## src/rtl/imem_loader.sv

```systemverilog
// Program-image loader: assembles a little-endian byte stream into 32-bit words
// and writes them to instruction memory while holding the PC frozen.
module imem_loader #(
    parameter int DEPTH = 1024,
    parameter int CW    = $clog2(DEPTH) + 1
) (
    input  logic          clk,
    input  logic          rst,
    input  logic          start,
    input  logic [CW-1:0] word_count,
    input  logic [7:0]    byte_in,
    input  logic          byte_valid,
    output logic          byte_ready,
    output logic          wr_en,
    output logic [31:0]   wr_addr,
    output logic [31:0]   wr_data,
    output logic          freeze,
    output logic          done,
    output logic          err
);

    typedef enum logic [1:0] {S_IDLE, S_LOAD, S_WRITE, S_DONE} state_e;

    state_e        state_q, state_d;
    logic [CW-1:0] count_q, count_d;
    logic [CW-1:0] word_idx_q, word_idx_d;
    logic [1:0]    byte_idx_q, byte_idx_d;
    logic [31:0]   data_q, data_d;
    logic          err_q, err_d;
    logic          cnt_ok;
    logic [CW-1:0] word_idx_inc;

    // A count of 0 or above DEPTH would write nothing or run past the memory.
    assign cnt_ok       = (word_count != '0) && (word_count <= CW'(DEPTH));
    assign word_idx_inc = word_idx_q + CW'(1);

    always_ff @(posedge clk or negedge rst) begin
        if (!rst) begin
            state_q    <= S_IDLE;
            count_q    <= '0;
            word_idx_q <= '0;
            byte_idx_q <= '0;
            data_q     <= '0;
            err_q      <= 1'b0;
        end else begin
            state_q    <= state_d;
            count_q    <= count_d;
            word_idx_q <= word_idx_d;
            byte_idx_q <= byte_idx_d;
            data_q     <= data_d;
            err_q      <= err_d;
        end
    end

    always_comb begin
        state_d    = state_q;
        count_d    = count_q;
        word_idx_d = word_idx_q;
        byte_idx_d = byte_idx_q;
        data_d     = data_q;
        err_d      = 1'b0;
        case (state_q)
            S_IDLE: begin
                if (start) begin
                    if (cnt_ok) begin
                        count_d    = word_count;
                        word_idx_d = '0;
                        byte_idx_d = '0;
                        data_d     = '0;
                        state_d    = S_LOAD;
                    end else begin
                        err_d = 1'b1;
                    end
                end
            end
            S_LOAD: begin
                if (byte_valid) begin
                    data_d[{byte_idx_q, 3'b000} +: 8] = byte_in;
                    byte_idx_d = byte_idx_q + 2'd1;
                    if (byte_idx_q == 2'd3) state_d = S_WRITE;
                end
            end
            S_WRITE: begin
                word_idx_d = word_idx_inc;
                state_d    = (word_idx_inc == count_q) ? S_DONE : S_LOAD;
            end
            S_DONE: state_d = S_IDLE;
            default: state_d = S_IDLE;
        endcase
    end

    assign byte_ready = (state_q == S_LOAD);
    assign wr_en      = (state_q == S_WRITE);
    // Address is only driven during the write so it never shows past the last slot.
    assign wr_addr    = wr_en ? 32'({word_idx_q, 2'b00}) : 32'd0;
    assign wr_data    = data_q;
    assign freeze     = (state_q != S_IDLE);
    assign done       = (state_q == S_DONE);
    assign err        = err_q;

endmodule
```

## config.mk

```make
export PLATFORM = sky130hd
export DESIGN_NAME = imem_loader
export DESIGN_NICKNAME = d
export VERILOG_FILES = /design/src/rtl/imem_loader.sv
export SDC_FILE = /design/constraint.sdc
export NUM_CORES = 1
export LEC_CHECK = 0
export ABC_AREA = 1
export ABC_CLOCK_PERIOD_IN_PS = 2800
export CAP_MARGIN = 30
export CORE_ASPECT_RATIO = 1.5
export CORE_MARGIN = 2
export CORE_UTILIZATION = 40
export DETAILED_ROUTE_END_ITERATION = 12
export PLACE_DENSITY_LB_ADDON = 0.1
export SETUP_SLACK_MARGIN = 0.3
export SYNTH_ARGS = -nofsm -noshare
export SYNTH_HDL_FRONTEND = slang
export SYNTH_SLANG_ARGS = --single-unit
```

## constraint.sdc

```tcl
create_clock -name clk -period 2.8 [get_ports clk]
set_input_delay 0.56 -clock clk [delete_from_list [all_inputs] [get_ports clk]]
set_output_delay 0.56 -clock clk [all_outputs]
set_load 0.005 [all_outputs]
```

# ---- Yosys cells after proc, flatten, opt, wreduce, memory -nomap -nowiden
# Cells that the tools add are included.
dict set report totals {
  regBits 59
  input_bits 23
  elab_cells 53
}
dict set report op_classes {
  n_addsub 3
  magnitude_cmp 1
  eq_ne 9
  shift 2
  muxes 22
  reduce_logical 10
}
# cell count
set op_table {}
lappend op_table {{$mux W32} 3}
lappend op_table {{$pmux W32 S2} 1}
lappend op_table {{$bwmux W32} 1}
lappend op_table {{$shift A8 B7 Y32 const A} 1}
lappend op_table {{$shiftx A8 B7 Y32} 1}
lappend op_table {{$mux W11} 2}
lappend op_table {{$pmux W11 S2} 1}
lappend op_table {{$mux W2} 8}
lappend op_table {{$mux W13} 1}
lappend op_table {{$add A11 B1 Y11 const B} 1}
lappend op_table {{$eq A11 B11 Y1} 1}
lappend op_table {{$le A11 B11 Y1 const B} 1}
lappend op_table {{$reduce_bool A11 Y1} 1}
lappend op_table {{$pmux W2 S4} 1}
lappend op_table {{$reduce_and A4 Y1} 2}
lappend op_table {{$neg A5 Y7} 1}
lappend op_table {{$eq A2 B2 Y1 const B} 3}
lappend op_table {{$ne A2 B2 Y1 const B} 3}
lappend op_table {{$reduce_and A3 Y1} 2}
lappend op_table {{$reduce_bool A2 Y1} 3}
lappend op_table {{$pmux W2 S2} 1}
lappend op_table {{$mux W1} 3}
lappend op_table {{$add A2 B1 Y2 const B} 1}
lappend op_table {{$eq A2 B1 Y1 const B} 1}
lappend op_table {{3 further kinds} 3}

# ---- Logic depth before layout (Yosys ltp)
dict set report depth {
  word_depth 5
  mapped_depth 13
}

# ---- Least setup slack after synthesis
# Ideal clock, no wire load.
dict set report synth_path {
  path_kind {register to register}
  from {reg byte_idx_q[0]}
  to {reg data_q[16] (netlist: wr_data[16])}
  setup_ns 0.074
  t_arrival_ns 1.967
  required_ns 2.726
  slack_ns 0.759
  stages_incl_launch_ff 9
  path_buffers 2
  synth_period_minus_slack_ns 2.041
  cell_sequence {dfrtp_1 clkbuf_1 inv_1 ha_1 clkbuf_1 nand2_1 nor2_1 nand2_1 o21ai_2}
}
dict set report synth_between {
  elab_chain_cells 5
  elab_cells_between_ends 6
  classes_between {add/sub: 1; shift: 2; mux: 3}
}
# element line
set synth_lines {}
lappend synth_lines {{from (decl)} 27} ;# logic [1:0] byte_idx_q, byte_idx_d;
lappend synth_lines {{from (signal assigned)} 49} ;# byte_idx_q <= byte_idx_d;
lappend synth_lines {{$neg A5 Y7 (*)} 78} ;# data_d[{byte_idx_q, 3'b000} +: 8] = byte_in;
lappend synth_lines {{$shiftx A8 B7 Y32 or $shift A8 B7 Y32 (tied branches)} 78}
lappend synth_lines {{$bwmux W32 (*)} 78}
lappend synth_lines {{$mux W32 (*)} 77} ;# if (byte_valid) begin
lappend synth_lines {{$pmux W32 S2 (*)} 62} ;# case (state_q)
lappend synth_lines {{to (signal assigned)} 50} ;# data_q <= data_d;
lappend synth_lines {{to (decl)} 28} ;# logic [31:0] data_q, data_d;
# Every way passes the cells marked *; elsewhere a longest branch is shown, timed or not. The select of a mux whose other input is x is not followed.
# A chain may end at the register's enable or synchronous reset.

# ---- Worst setup path after layout
dict set report layout_path {
  from {reg state_q[1]}
  to {out wr_addr[9]}
}
dict set report layout_between {
  elab_chain_cells 2
}
# element line
set layout_lines {}
lappend layout_lines {{from (decl)} 24} ;# state_e state_q, state_d;
lappend layout_lines {{from (signal assigned)} 46} ;# state_q <= state_d;
lappend layout_lines {{$eq A2 B2 Y1} 93} ;# assign wr_en = (state_q == S_WRITE);
lappend layout_lines {{$mux W13} 95} ;# assign wr_addr = wr_en ? 32'({word_idx_q, 2'b00}) : 32'd0;
lappend layout_lines {{to (decl)} 15} ;# output logic [31:0] wr_addr,
# No other way between the ends.

==> flow_summary.yaml <==
outcome:
  outcome: "completed"
critical_path:
  cp.arrival_ps: 1750
  worstPathMaxFanout: 19
  end_kind: "primary output"
  start_kind: "flip-flop"
  worst_r2r_startpoint: "byte_idx_q[0]"
  reg2reg_depth: 6
  reg2reg_slack_ps: 690
  critPathRequiredTime_ps: 2240
  crit_type: "flip-flop to primary output"
  reg2reg_to: "wr_data[22]"
place:
  hpwl_um: 6230
  gp_congestion: 0.871
  port_buffers: 70
  postPlaceCellArea_mm2: 0.00414
detailed_routing:
  drt_pass1_iterations: 4
  route.detailed.drc: 0
  viasPerCell: 4.67
  drtIter0Drc: 113
  antenna_left: 0
  wl_per_cell_um: 13.4
  via_count: 2918
  wirelength_um: 8380
synthesis:
  synth_top_area_share_pct: 42.8
  yosysWarningCount: 0
  yosysMostFrequentCell: "nand2_1"
  yosysUniqueCellTypes: 25
  syn_inst: 441
  synth-main-ff-cell: "dfrtp_1"
  synthArstFlopShare_pct: 100
  synth_area_mm2: 0.00345
  synthTopCellsByArea: "dfrtp_1 (43%), nand2_1 (17%), o21ai_2 (8.1%), buf_4 (4.8%), inv_1 (4.5%)"
  synth_edf_count: 0
  synth_common_cells: "nand2_1 (153), dfrtp_1 (59), inv_1 (41)"
  synth_top_area_cell: "dfrtp_1"
  synth_seq_area_share_pct: 42.8
  synth.avg_cell_area_um2: 7.82
  yosys_register_bits: 59
grt:
  grt_pass1_wl_um: 13700
  grt_use_total_pct: 19.1
  grt_pass1_vias: 2852
  antenna_found_initial: 0
  grt_max_degree: 60
  grt.overflow.total: 0
timing:
  hold_viol_final: 0
  hold_ws_ps: 384
  period_share_pct: 82.3
  fin_skew_ps: 2.49
  relSlewSlack_pct: 46.5
  worst_slew_pin_slew_ps: 803
  setup_tns_ps: 0
  fmax_mhz: 434
  min_period_ps: 2310
  rsz0062_at_grt: "false"
  setup_violations: 0
  maxSlewViolCount: 0
floorplan:
  die_area_mm2: 0.00939
  die_h_um: 118
  core_mm2: 0.00841
  io_pins: 92
  rows: 41
  initial_utilization_pct: 41.0
  die_x_um: 79.8
cells_and_area:
  fin_util_pct: 53.0
  syn_to_final_growth_pct: 29.2
  diodes: 0
  fin_area_mm2: 0.00446
  drive_above_1_share_pct: 14.5
  nNetsFinal: 541
clocking:
  cts_max_level: 3
  cts_tree: "yes"
  clk_path_buf_depth: 2
  cts_sinks: 59
  clockRootBuffer: "clkbuf_16"
  postCtsSetupRepairBufs: 0
  cts_buffers: 9
  clkSlewWorstSetupHoldPaths_ps: 50
  clk_latency_ps: 330
power:
  power_mw: 3.66
  irDropWorstVdd_uv: 445
  power_density_mw_per_mm2: 821
  p_leak_nw: 2.03
job:
  maxCapViolations: 0
min_path:
  hp-class: "primary input to async pin"
-- worst max path at each step --
stage                  start     endpoint  slack (ps)  cells past startpoint
2_1_floorplan  byte_idx_q[0]  wr_data[16]         760                      8
3_3_place_gp   word_count[1]  wr_data[18]         350                      9
3_5_place_dp   word_count[1]   wr_data[4]         340                      9
4_1_cts           state_q[1]  wr_addr[12]         350                      3
5_1_grt           state_q[1]   wr_addr[8]         400                      3
6_report          state_q[1]   wr_addr[9]         490                      3
-- cells by family after synthesis --
kind of cell    count (synthesis)  share of synthesized area, %
xor+xnor                        1                         0.254
buf+inv                        75                          11.5
other cells                     1                         0.109
compound gates                 55                          11.7
flops                          59                          42.8
fa+ha+maj                       5                          1.81
simple gates                  245                          31.8
-- stage by stage --
stage	setup WS, ps	cells
after floorplan	759	461
after global placement	352	609
after detailed placement	336	609
after CTS	349	625
after global routing	399	625
final	494	625
-- power breakdown --
| part | total [mW] | internal (mW) | switching, mW |
|---|---|---|---|
| combinational | 1.32 | 0.486 | 0.838 |
| clock | 1.14 | 0.762 | 0.376 |
| sequential | 1.20 | 1.03 | 0.164 |
-- critical path, cell delays in order (launching register included) --
cell,delay (ps)
dfrtp_1,550
nand2_4,210
nor2_1,140
clkdlybuf4s50_1,510
-- state kept, by name, indices dropped and copies added (netlist names) --
signal      count
count_q        11
err             1
word_idx_q     11
state_q         2
byte_idx_q      2
wr_data        32
-- per-layer routing --
| layer | track usage [%] | routed length (µm) | up-vias |
|---|---|---|---|
| met5 | 0 | 0 | - |
| met4 | 9.22 | 188 | 0 |
| met3 | 5.29 | 358 | 12 |
| met2 | 32.4 | 4390 | 77 |
| met1 | 21.7 | 3440 | 1338 |
| li1 | - | - | 1491 |
-- layout make-up --
class                   instances  area, µm²
well taps                     107        134
clock inverters                 1       30.0
inverters                      43        161
multi-input cells             327       1660
repair buffers                 73        718
fillers                       863       3960
flip-flops and latches         59       1480
clock buffers                  15        278
-- what timing repair did --
item                                    in CTS  in global routing
hold buffers                                 0                  0
cloned                                       0                  0
endpoints found under the setup margin      12                  8
gates resized for setup                      1                  1
pin swaps                                    0                  0
-- cells in the final DEF, fill, tap and decap left out --
| cell type | instances |
|---|---|
| inv_1 | 41 |
| nand3_4 | 4 |
| nand2_1 | 152 |
| o21ai_2 | 32 |
| nor2_2 | 3 |
| clkbuf_1 | 3 |
| nand2_2 | 9 |
| o21ai_0 | 21 |
| nor2_1 | 36 |
| buf_4 | 3 |
| nor2_4 | 2 |
| clkbuf_16 | 9 |
| or2_2 | 2 |
| nand3_1 | 25 |
| inv_2 | 2 |
| ha_1 | 5 |
| buf_2 | 1 |
| nand2_4 | 1 |
| nor3_2 | 2 |
| nand4_1 | 4 |
| clkdlybuf4s50_1 | 69 |
| o22ai_2 | 1 |
| xnor2_1 | 1 |
| o21ai_1 | 1 |
| conb_1 | 21 |
| clkbuf_8 | 3 |
| bufinv_16 | 1 |
| nand3b_1 | 5 |
| dfrtp_1 | 59 |
No activity file was read; power rests on OpenSTA's default activity.
